==> src/rtl/cpu_pkg.sv <==
// Shared loader types and constants.
// Used by the program loader and its bus interface.
package cpu_pkg;

    localparam int INSTR_W = 16;

    localparam logic [7:0] ACK_BYTE = 8'h06;
    localparam logic [7:0] NAK_BYTE = 8'h15;

    typedef enum logic [2:0] {
        S_IDLE,
        S_COUNT,
        S_HI,
        S_LO,
        S_CSUM,
        S_RESP
    } loader_state_t;

endpackage

==> src/rtl/uart_prog_loader_if.sv <==
// Loader bus: uart rx/tx side and instruction RAM side.
// master = loader, slave = environment (uart + imem + cpu).
interface uart_prog_loader_if
    import cpu_pkg::*;
#(
    parameter int ADDR_W = 8
);
    logic               rx_valid;
    logic [7:0]         rx_data;
    logic               tx_busy;
    logic               tx_start;
    logic [7:0]         tx_data;
    logic               imem_we;
    logic [ADDR_W-1:0]  imem_addr;
    logic [INSTR_W-1:0] imem_wdata;
    logic               cpu_hold;
    logic               load_done;
    logic               load_err;

    modport master (
        input  rx_valid, rx_data, tx_busy,
        output tx_start, tx_data,
        output imem_we, imem_addr, imem_wdata,
        output cpu_hold, load_done, load_err
    );

    modport slave (
        output rx_valid, rx_data, tx_busy,
        input  tx_start, tx_data,
        input  imem_we, imem_addr, imem_wdata,
        input  cpu_hold, load_done, load_err
    );
endinterface

==> src/rtl/uart_prog_loader.sv <==
// Program loader: SYNC, COUNT, N x (HI,LO), CSUM frames
// into instruction RAM, answering with one ACK/NAK byte.
module uart_prog_loader
    import cpu_pkg::*;
#(
    parameter int         ADDR_W         = 8,
    parameter logic [7:0] SYNC_BYTE      = 8'hA5,
    parameter int         TIMEOUT_CYCLES = 1_000_000
) (
    input  logic               clk,
    input  logic               rst,
    uart_prog_loader_if.master bus
);
    localparam int IDX_W = ADDR_W + 1;
    localparam int TMO_W = $clog2(TIMEOUT_CYCLES + 1);

    loader_state_t      state_q, state_d;
    logic [IDX_W-1:0]   idx_q, idx_d, n_q, n_d, idx_inc;
    logic [7:0]         csum_q, csum_d, hi_q, hi_d;
    logic [7:0]         resp_q, resp_d;
    logic [7:0]         tx_data_q, tx_data_d;
    logic               tx_start_q, tx_start_d;
    logic               imem_we_q, imem_we_d;
    logic [ADDR_W-1:0]  imem_addr_q, imem_addr_d;
    logic [INSTR_W-1:0] imem_wdata_q, imem_wdata_d;
    logic               cpu_hold_q, cpu_hold_d;
    logic               load_done_q, load_done_d;
    logic               load_err_q, load_err_d;
    logic [TMO_W-1:0]   tmo_q, tmo_d;
    logic               counting, tmo_hit, bad_count;

    assign idx_inc   = idx_q + 1'b1;
    assign counting  = (state_q == S_COUNT) || (state_q == S_HI) ||
                       (state_q == S_LO) || (state_q == S_CSUM);
    assign tmo_hit   = counting && !bus.rx_valid &&
                       (tmo_q == TMO_W'(TIMEOUT_CYCLES - 1));
    assign bad_count = (bus.rx_data == 8'd0) ||
                       (32'(bus.rx_data) > (32'd1 << ADDR_W));

    // Idle-gap counter, cleared by every received byte.
    always_comb begin
        tmo_d = '0;
        if (counting && !bus.rx_valid) tmo_d = tmo_q + 1'b1;
    end

    always_ff @(posedge clk or posedge rst) begin
        if (rst) tmo_q <= '0;
        else     tmo_q <= tmo_d;
    end

    // Frame parser next-state and registered output values.
    always_comb begin
        state_d      = state_q;
        idx_d        = idx_q;
        n_d          = n_q;
        csum_d       = csum_q;
        hi_d         = hi_q;
        resp_d       = resp_q;
        tx_data_d    = tx_data_q;
        tx_start_d   = 1'b0;
        imem_we_d    = 1'b0;
        imem_addr_d  = imem_addr_q;
        imem_wdata_d = imem_wdata_q;
        cpu_hold_d   = cpu_hold_q;
        load_done_d  = 1'b0;
        load_err_d   = load_err_q;
        unique case (state_q)
            S_IDLE: begin
                if (bus.rx_valid && bus.rx_data == SYNC_BYTE) begin
                    state_d    = S_COUNT;
                    cpu_hold_d = 1'b1;
                    load_err_d = 1'b0;
                end
            end
            S_COUNT: begin
                if (bus.rx_valid) begin
                    if (bad_count) begin
                        resp_d  = NAK_BYTE;
                        state_d = S_RESP;
                    end else begin
                        n_d     = IDX_W'(bus.rx_data);
                        csum_d  = bus.rx_data;
                        idx_d   = '0;
                        state_d = S_HI;
                    end
                end
            end
            S_HI: begin
                if (bus.rx_valid) begin
                    hi_d    = bus.rx_data;
                    csum_d  = csum_q ^ bus.rx_data;
                    state_d = S_LO;
                end
            end
            S_LO: begin
                if (bus.rx_valid) begin
                    csum_d       = csum_q ^ bus.rx_data;
                    imem_we_d    = 1'b1;
                    imem_addr_d  = idx_q[ADDR_W-1:0];
                    imem_wdata_d = {hi_q, bus.rx_data};
                    idx_d        = idx_inc;
                    state_d      = (idx_inc == n_q) ? S_CSUM : S_HI;
                end
            end
            S_CSUM: begin
                if (bus.rx_valid) begin
                    resp_d  = (bus.rx_data == csum_q) ? ACK_BYTE
                                                      : NAK_BYTE;
                    state_d = S_RESP;
                end
            end
            S_RESP: begin
                if (!bus.tx_busy) begin
                    tx_start_d = 1'b1;
                    tx_data_d  = resp_q;
                    state_d    = S_IDLE;
                    if (resp_q == ACK_BYTE) begin
                        cpu_hold_d  = 1'b0;
                        load_done_d = 1'b1;
                    end else begin
                        load_err_d = 1'b1;
                    end
                end
            end
            default: state_d = S_IDLE;
        endcase
        if (tmo_hit) begin
            resp_d  = NAK_BYTE;
            state_d = S_RESP;
        end
    end

    // Parser state and output registers.
    always_ff @(posedge clk or posedge rst) begin
        if (rst) begin
            state_q      <= S_IDLE;
            idx_q        <= '0;
            n_q          <= '0;
            csum_q       <= '0;
            hi_q         <= '0;
            resp_q       <= '0;
            tx_data_q    <= '0;
            tx_start_q   <= 1'b0;
            imem_we_q    <= 1'b0;
            imem_addr_q  <= '0;
            imem_wdata_q <= '0;
            cpu_hold_q   <= 1'b0;
            load_done_q  <= 1'b0;
            load_err_q   <= 1'b0;
        end else begin
            state_q      <= state_d;
            idx_q        <= idx_d;
            n_q          <= n_d;
            csum_q       <= csum_d;
            hi_q         <= hi_d;
            resp_q       <= resp_d;
            tx_data_q    <= tx_data_d;
            tx_start_q   <= tx_start_d;
            imem_we_q    <= imem_we_d;
            imem_addr_q  <= imem_addr_d;
            imem_wdata_q <= imem_wdata_d;
            cpu_hold_q   <= cpu_hold_d;
            load_done_q  <= load_done_d;
            load_err_q   <= load_err_d;
        end
    end

    assign bus.tx_start   = tx_start_q;
    assign bus.tx_data    = tx_data_q;
    assign bus.imem_we    = imem_we_q;
    assign bus.imem_addr  = imem_addr_q;
    assign bus.imem_wdata = imem_wdata_q;
    assign bus.cpu_hold   = cpu_hold_q;
    assign bus.load_done  = load_done_q;
    assign bus.load_err   = load_err_q;

endmodule

==> src/flat_wrapper.sv <==
// flat-port wrapper written by rule: the top's interface ports become plain ports
module uart_prog_loader_flat import cpu_pkg::*;
#(
    parameter int         ADDR_W         = 8,
    parameter logic [7:0] SYNC_BYTE      = 8'hA5,
    parameter int         TIMEOUT_CYCLES = 1_000_000
)
  (clk, rst, bus_rx_valid, bus_rx_data, bus_tx_busy, bus_tx_start, bus_tx_data, bus_imem_we, bus_imem_addr, bus_imem_wdata, bus_cpu_hold, bus_load_done, bus_load_err);
  uart_prog_loader_if #(.ADDR_W(ADDR_W)) bus_i ();
  input  logic clk;
  input  logic rst;
  input wire logic [$bits(bus_i.rx_valid)-1:0] bus_rx_valid;
  input wire logic [$bits(bus_i.rx_data)-1:0] bus_rx_data;
  input wire logic [$bits(bus_i.tx_busy)-1:0] bus_tx_busy;
  output wire logic [$bits(bus_i.tx_start)-1:0] bus_tx_start;
  output wire logic [$bits(bus_i.tx_data)-1:0] bus_tx_data;
  output wire logic [$bits(bus_i.imem_we)-1:0] bus_imem_we;
  output wire logic [$bits(bus_i.imem_addr)-1:0] bus_imem_addr;
  output wire logic [$bits(bus_i.imem_wdata)-1:0] bus_imem_wdata;
  output wire logic [$bits(bus_i.cpu_hold)-1:0] bus_cpu_hold;
  output wire logic [$bits(bus_i.load_done)-1:0] bus_load_done;
  output wire logic [$bits(bus_i.load_err)-1:0] bus_load_err;
  assign bus_i.rx_valid = bus_rx_valid;
  assign bus_i.rx_data = bus_rx_data;
  assign bus_i.tx_busy = bus_tx_busy;
  assign bus_tx_start = bus_i.tx_start;
  assign bus_tx_data = bus_i.tx_data;
  assign bus_imem_we = bus_i.imem_we;
  assign bus_imem_addr = bus_i.imem_addr;
  assign bus_imem_wdata = bus_i.imem_wdata;
  assign bus_cpu_hold = bus_i.cpu_hold;
  assign bus_load_done = bus_i.load_done;
  assign bus_load_err = bus_i.load_err;
  uart_prog_loader #(.ADDR_W(ADDR_W), .SYNC_BYTE(SYNC_BYTE), .TIMEOUT_CYCLES(TIMEOUT_CYCLES)) u_core (.clk(clk), .rst(rst), .bus(bus_i));
endmodule
==> config.mk <==
export PLATFORM = sky130hd
export DESIGN_NAME = uart_prog_loader_flat
export DESIGN_NICKNAME = d
export VERILOG_FILES = /design/src/rtl/cpu_pkg.sv /design/src/rtl/uart_prog_loader_if.sv /design/src/rtl/uart_prog_loader.sv /design/src/flat_wrapper.sv
export SDC_FILE = /design/constraint.sdc
export NUM_CORES = 1
export LEC_CHECK = 0
export CAP_MARGIN = 15
export CELL_PAD_IN_SITES_DETAIL_PLACEMENT = 0
export CELL_PAD_IN_SITES_GLOBAL_PLACEMENT = 1
export CORE_ASPECT_RATIO = 0.7
export CORE_MARGIN = 5
export CORE_UTILIZATION = 44
export CTS_CLUSTER_SIZE = 12
export DETAILED_ROUTE_END_ITERATION = 8
export GPL_TIMING_DRIVEN = 0
export PLACE_DENSITY = 0.84
export SKIP_CTS_REPAIR_TIMING = 1
export SYNTH_ARGS = -nofsm -noshare
export SYNTH_HDL_FRONTEND = slang
export SYNTH_SLANG_ARGS = --single-unit
==> constraint.sdc <==
create_clock -name clk -period 4.3 [get_ports clk]
set_input_delay 0.86 -clock clk [delete_from_list [all_inputs] [get_ports clk]]
set_output_delay 0.86 -clock clk [all_outputs]
set_load 0.005 [all_outputs]
==> results.py, run 1 <==
metrics = {
    "worst_setup_path": {
        "start_kind": "input pin",
        "worstSetupStartpoint": "bus_rx_data[0]",
        "cp-end-kind": "flop",
        "arrival_ns": 2.76,
        "cp.required_ns": 4.57,
        "cp_max_fo": 10,
        "r2r_end": "u_core.state_q[1]",
        "reg2reg_from": "u_core.idx_q[0]",
        "critPathKind": "input pin to flop",
        "endpoint": "u_core.csum_q[0]",
        "worstRegToRegCells": 6,
        "r2r_setup_slack_ns": 1.98,
    },
    "cells_and_area": {
        "layout_commonest_cell": "nand2_1",
        "nFillCells": 909,
        "finalNonFillerCells": 640,
        "syn2layout_area_growth_pct": 19.9,
        "n_antenna_cell": 0,
        "nets": 521,
        "seq_area_sq_um": 2280,
        "final_cell_mix": "nand2_1, dfrtp_1, clkdlybuf4s50_1",
        "multi_input_area_sq_um": 1910,
        "drive_gt1_share_pct": 10.9,
        "final_area_sq_um": 5290,
        "final_core_util_pct": 54.2,
    },
    "drt": {
        "dr_wl_met2_microns": 4270,
        "dr_wl_met3_microns": 573,
        "drc": 0,
        "via_count": 3402,
        "routed_wl_microns": 9850,
        "drt-pass1-iter-count": 4,
        "top_layer_used": "met4",
        "wl_met1_microns": 4890,
        "ant_nets": 0,
        "first_iter_violations": 292,
        "drt-wirelength-per-cell_microns": 15.4,
        "vias_per_cell": 5.32,
    },
    "clock_tree": {
        "tritoncts.num_buffers": 9,
        "cts_tree": "done",
        "ctsHtreeMaxLevel": 3,
        "cts_num_sinks": 91,
        "clk_latency_ns": 0.35,
        "root_buffer": "clkbuf_16",
        "cts.path.max_buffers": 2,
        "clk_pin_slew_ns": 0.06,
    },
    "synthesis": {
        "ys_seq_area_share_pct": 51.6,
        "synth_top_family_by_area": "simple AND/OR/NAND/NOR gates",
        "synth-compound-area-share_pct": 10.5,
        "synth_area_leader_cell": "dfrtp_1",
        "ys_async_sr_fraction_pct": 100,
        "synth_edf_count": 0,
        "synth_warnings": 0,
        "syn_area_sq_um": 4410,
        "yosysTopAreaCellShare_pct": 51.6,
        "syn_avg_cell_area_sq_um": 9.65,
        "synth_top_flop_cell": "dfrtp_1",
        "yosys_register_bits": 91,
        "synth-simple-area-share_pct": 21.0,
        "synthXorXnorAreaFrac_pct": 5.96,
        "muxShareOfSynthArea_pct": 4.85,
        "yosys-top-cells-area": "dfrtp_1, nand2_1, mux2_2",
        "synth.distinct_cells": 51,
        "synth_fa_ha_area_share_pct": 0.567,
        "netlist_instances": 457,
    },
    "floorplanning": {
        "core_sq_um": 9760,
        "rows": 30,
        "io_pins": 49,
        "die_x_microns": 130,
        "die_h_microns": 93.8,
        "start_util_pct": 45.2,
        "die_area_sq_um": 12200,
    },
    "timing": {
        "max_freq_mhz": 401,
        "tightest_slew_ns": 0.635,
        "hold_viol_final": 0,
        "worst_slack_ns": 1.81,
        "report.final.slew_viol_count": 0,
        "slew_headroom_pct": 57.6,
        "rsz0062_at_grt": "false",
        "period_minus_slack_ns": 2.49,
        "skew_ns": 0.00607,
        "setup_viol": 0,
        "period_share_pct": 57.9,
    },
    "global_route": {
        "grt_start_max_net_pins": 47,
        "antenna_found_initial": 0,
        "first_global_vias": 3320,
        "overflow": 0,
        "track_usage_pct": 17.1,
        "grt_pass1_wl_microns": 16600,
    },
    "run": {
        "maxCapViolCount": 0,
    },
    "power_and_ir_drop": {
        "leakage_uw": 0.00233,
        "vdd_drop_max_uv": 308,
        "power_density_nw_per_um2": 573,
    },
    "placement": {
        "placed_area_sq_um": 4960,
        "detailed_place_hpwl_microns": 6810,
        "io_buffers": 35,
        "routabilityCongestion": 0.791,
        "pre_cts_ws_ns": 1.52,
        "dp.cells": 624,
    },
    "outcome": {
        "outcome": "completed",
    },
    "min_path": {
        "min_path_type": "flop to flop",
        "hold-path-cell-count": 1,
    },
}
stage by stage:
step                hold WS, ns  setup TNS, ns  total power [uW]
floorplan                 0.424              0              1820
global placement          0.436         -34.37              2140
detailed placement        0.455              0              2190
CTS                       0.471              0              3050
global route              0.485              0              3210
finish                    0.461              0              3030
cell families after synthesis:
logic type,count (synthesis)
xor gates and xnor gates,30
adders and majority gates,2
and+or+nand+nor,195
DFF,91
muxes,19
other,1
AOI/OAI and AO/OA,75
buffers and inverters,44
sequential cells by signal, summed over array words and instances (netlist names):
signal,cells
u_core.csum_q,8
u_core.bus.tx_data,3
u_core.bus.load_err,1
u_core.bus.load_done,1
u_core.bus.imem_we,1
u_core.resp_q,3
u_core.bus.tx_start,1
u_core.state_q,3
u_core.idx_q,9
u_core.bus.cpu_hold,1
u_core.hi_q,8
u_core.n_q,8
u_core.bus.imem_addr,8
u_core.tmo_q,20
u_core.bus.imem_wdata,16
cells in the mapped netlist, drive strengths merged, types with 2 or more instances:
cell type	count
nand3	19
and3	3
ha	2
nor2b	3
o21ai	31
or3	8
xnor2	14
nand2b	2
clkbuf	18
nor4	7
o2111ai	2
mux2	19
and4	6
nand3b	2
o21a	2
xor2	16
nand2	96
a21o	3
nor2	25
and2	3
nor3	6
dfrtp	91
nand4	7
nor4b	2
buf	15
or4	3
a21oi	26
inv	11
how the worst min path moves through the flow:
stage / from / end / slack [ns]
after floorplan: u_core.tmo_q[0] / u_core.tmo_q[0] / 0.42
after global placement: u_core.tmo_q[0] / u_core.tmo_q[0] / 0.44
after detailed placement: u_core.hi_q[4] / u_core.bus.imem_wdata[12] / 0.45
after CTS: u_core.hi_q[4] / u_core.bus.imem_wdata[12] / 0.47
after global routing: u_core.hi_q[4] / u_core.bus.imem_wdata[12] / 0.48
final: u_core.tmo_q[0] / u_core.tmo_q[0] / 0.46
worst max-delay path: stages:
cell,delay [ns]
clkbuf_1,0.43
or4_1,0.24
o21ai_0,0.10
a21oi_1,0.54
buf_2,0.35
a21oi_1,0.10
a21oi_1,0.14
per-layer routing:
| metal | vias to the layer above | track usage, % |
|---|---|---|
| met4 | 0 | 5.88 |
| met2 | 77 | 24.7 |
| met3 | 13 | 4.32 |
| met5 | - | 0 |
| li1 | 1658 | - |
| met1 | 1654 | 24.9 |
where the power goes:
group / leakage (uW) / switching [uW] / internal [uW] / total, uW
combinational: 0.00101 / 433 / 457 / 889
clock: 0.000156 / 347 / 513 / 861
sequential: 0.00117 / 182 / 1090 / 1280
final cells by class:
| type | count | share of cell area (%) |
|---|---|---|
| multi-input combinational | 325 | 36.1 |
| timing repair buffer | 36 | 7.15 |
| clock buffer | 9 | 4.26 |
| inverter | 11 | 0.828 |
| clock inverter | 7 | 1.87 |
| buffer | 33 | 3.72 |
| tap | 128 | 3.03 |
| sequential | 91 | 43.1 |
Power figures use the tool's default switching activity.
==> run 2: changes to the inputs <==
==> constraint.sdc (replaced) <==
create_clock -name clk -period 2.3 [get_ports clk]
set_input_delay 0.46 -clock clk [delete_from_list [all_inputs] [get_ports clk]]
set_output_delay 0.46 -clock clk [all_outputs]
set_load 0.005 [all_outputs]
==> run 2 against run 1 <==
  * Critical path depth decreased by 1
  * Die area unchanged
  * Critical path type is now flop to flop
  * Worst hold slack got worse by 0.020 ns
  * Non-clock buffer count increased by 1
  * Clock skew increased by 0.0015 ns
  * Sequential cell count unchanged
  * Via count increased by 0.62%
  * First-iteration DRC count decreased by 24%
  * Largest cell class unchanged
  * Register-to-register slack got worse by 1.8 ns
  * Sequential share of layout area decreased by 0.50 points
  * Wire length decreased by 1.3%
  * Total power increased by 94%
==> results.py, run 2 (synthesis results as in run 1) <==
metrics = {
    "clock_tree": {
        "root_buffer": "clkbuf_16",
        "ctsHtreeMaxLevel": 3,
        "clk_pin_slew_ns": 0.07,
        "cts_num_sinks": 91,
        "tritoncts.num_buffers": 9,
        "clk_latency_ns": 0.34,
        "cts.path.max_buffers": 2,
        "cts_tree": "done",
    },
    "power_and_ir_drop": {
        "power.switching_uw": 1780,
        "power_density_nw_per_um2": 1100,
        "leakage_uw": 0.00236,
        "vdd_drop_max_uv": 770,
        "p_sw_share_pct": 30.3,
        "p_int_uw": 4090,
        "seqPwrFrac_pct": 40.6,
        "combPwrFrac_pct": 28.2,
        "clkPwrFrac_pct": 31.1,
    },
    "drt": {
        "first_iter_violations": 223,
        "ant_nets": 0,
        "drt-wirelength-per-cell_microns": 15.2,
        "drc": 0,
        "drt-pass1-iter-count": 4,
        "vias_per_cell": 5.34,
        "via_count": 3423,
        "routed_wl_microns": 9720,
    },
    "worst_setup_path": {
        "start_kind": "flop",
        "cp.required_ns": 2.51,
        "arrival_ns": 2.37,
        "crit_chain": "ha_2 > nand3_2 > or4_1 > o41a_2 > a2111oi_4 > a221oi_1",
        "cp-end-kind": "flop",
        "cp_max_fo": 7,
        "critPathKind": "flop to flop",
        "crit_family": "simple AND/OR/NAND/NOR gates",
        "slowest_delay_ns": 0.56,
        "critPathBufInv": 0,
        "slowest_stage": "or4_1",
    },
    "run": {
        "maxCapViolCount": 0,
    },
    "cells_and_area": {
        "layout_commonest_cell": "nand2_1",
        "multi_input_area_sq_um": 1910,
        "seq_area_sq_um": 2280,
        "largest_reg_flops": 20,
        "syn2layout_area_growth_pct": 21.4,
        "nFillCells": 899,
        "n_antenna_cell": 0,
        "final_area_sq_um": 5350,
        "drive_gt1_share_pct": 12.1,
        "largest-register": "u_core.tmo_q",
        "nets": 522,
        "final_cell_mix": "nand2_1, dfrtp_1, clkdlybuf4s50_1",
    },
    "global_route": {
        "grt_pass1_wl_microns": 16500,
        "overflow": 0,
        "grt_start_max_net_pins": 43,
        "antenna_found_initial": 0,
        "first_global_vias": 3291,
        "track_usage_pct": 16.9,
    },
    "timing": {
        "period_share_pct": 93.9,
        "slew_headroom_pct": 60.8,
        "worst_slack_ns": 0.139,
        "hold_viol_final": 0,
        "rsz0062_at_grt": "false",
        "max_freq_mhz": 463,
        "report.final.slew_viol_count": 0,
        "period_minus_slack_ns": 2.16,
        "tightest_slew_ns": 0.588,
        "setup_viol": 0,
        "skew_ns": 0.00755,
    },
    "placement": {
        "detailed_place_hpwl_microns": 6770,
        "pre_cts_ws_ns": -0.0412,
        "placed_area_sq_um": 4980,
        "routabilityCongestion": 0.781,
        "io_buffers": 35,
    },
    "floorplanning": {
        "io_pins": 49,
        "die_h_microns": 93.8,
        "start_util_pct": 45.2,
        "rows": 30,
        "die_area_sq_um": 12200,
        "core_sq_um": 9760,
        "die_x_microns": 130,
    },
    "outcome": {
        "outcome": "completed",
    },
    "min_path": {
        "min_path_type": "input pin to flop",
    },
}
## run 2: changes by cell type in the layout (fill, tap and decap cells not counted), moves of 2 or more
cell	previous run	this run
clkbuf_2	0	2
dfrtp_1	91	89
dfrtp_2	0	2
bufinv_16	2	4
buf_12	0	2
## run 2: area by class of cell
class / instances / area share [%]
sequential: 91 / 42.6
multi-input combinational: 325 / 35.7
timing repair buffer: 37 / 7.29
clock buffer: 9 / 4.21
buffer: 33 / 3.72
tap: 128 / 2.99
clock inverter: 7 / 2.71
inverter: 11 / 0.841
## run 2: power groups by stage
stage / logic [uW] / clock network, uW / registers, uW
floorplan: 1050 / 0 / 2350
global placement: 1620 / 0 / 2390
detailed placement: 1660 / 0 / 2400
CTS: 1680 / 1860 / 2380
global route: 1860 / 1920 / 2450
finish: 1660 / 1830 / 2390
## run 2: final timing paths
check                      slack [ns]       startpoint                       end  cells past startpoint
min in group asynchronous        0.48              rst         u_core.state_q[0]                      2
max in group asynchronous        1.26              rst           u_core.idx_q[0]                      3
setup / recovery                 0.14  u_core.idx_q[0]         u_core.state_q[1]                      6
hold / removal                   0.44   bus_rx_data[3]  u_core.bus.imem_wdata[3]                      3
hold reg to reg                  0.45  u_core.tmo_q[0]           u_core.tmo_q[0]                      1
setup reg to reg                 0.14  u_core.idx_q[0]         u_core.state_q[1]                      6
## run 2: worst min-delay path, cell delays in order
cell     delay [ns]
buf_2          0.17
nand2_1        0.08
nand2_1        0.04
## run 2: per-stage QoR
stage,setup TNS (ns),power [uW],util [%],hold slack (ns),instances
after floorplan,0,3400,-,0.424,460
after global placement,-19.69,4000,50.6,0.435,623
after detailed placement,-0.0452,4070,51.0,0.443,625
after CTS,0,5920,54.8,0.436,641
after global routing,0,6240,54.9,0.448,641
final,0,5870,54.9,0.442,641
## run 2: metal layers
metal / global-route usage [%] / up-vias / routed length, microns
met5: 0 / - / 0
met4: 3.63 / 0 / 29
met3: 5.00 / 2 / 486
met2: 24.5 / 77 / 4370
met1: 25.0 / 1691 / 4840
li1: - / 1653 / -
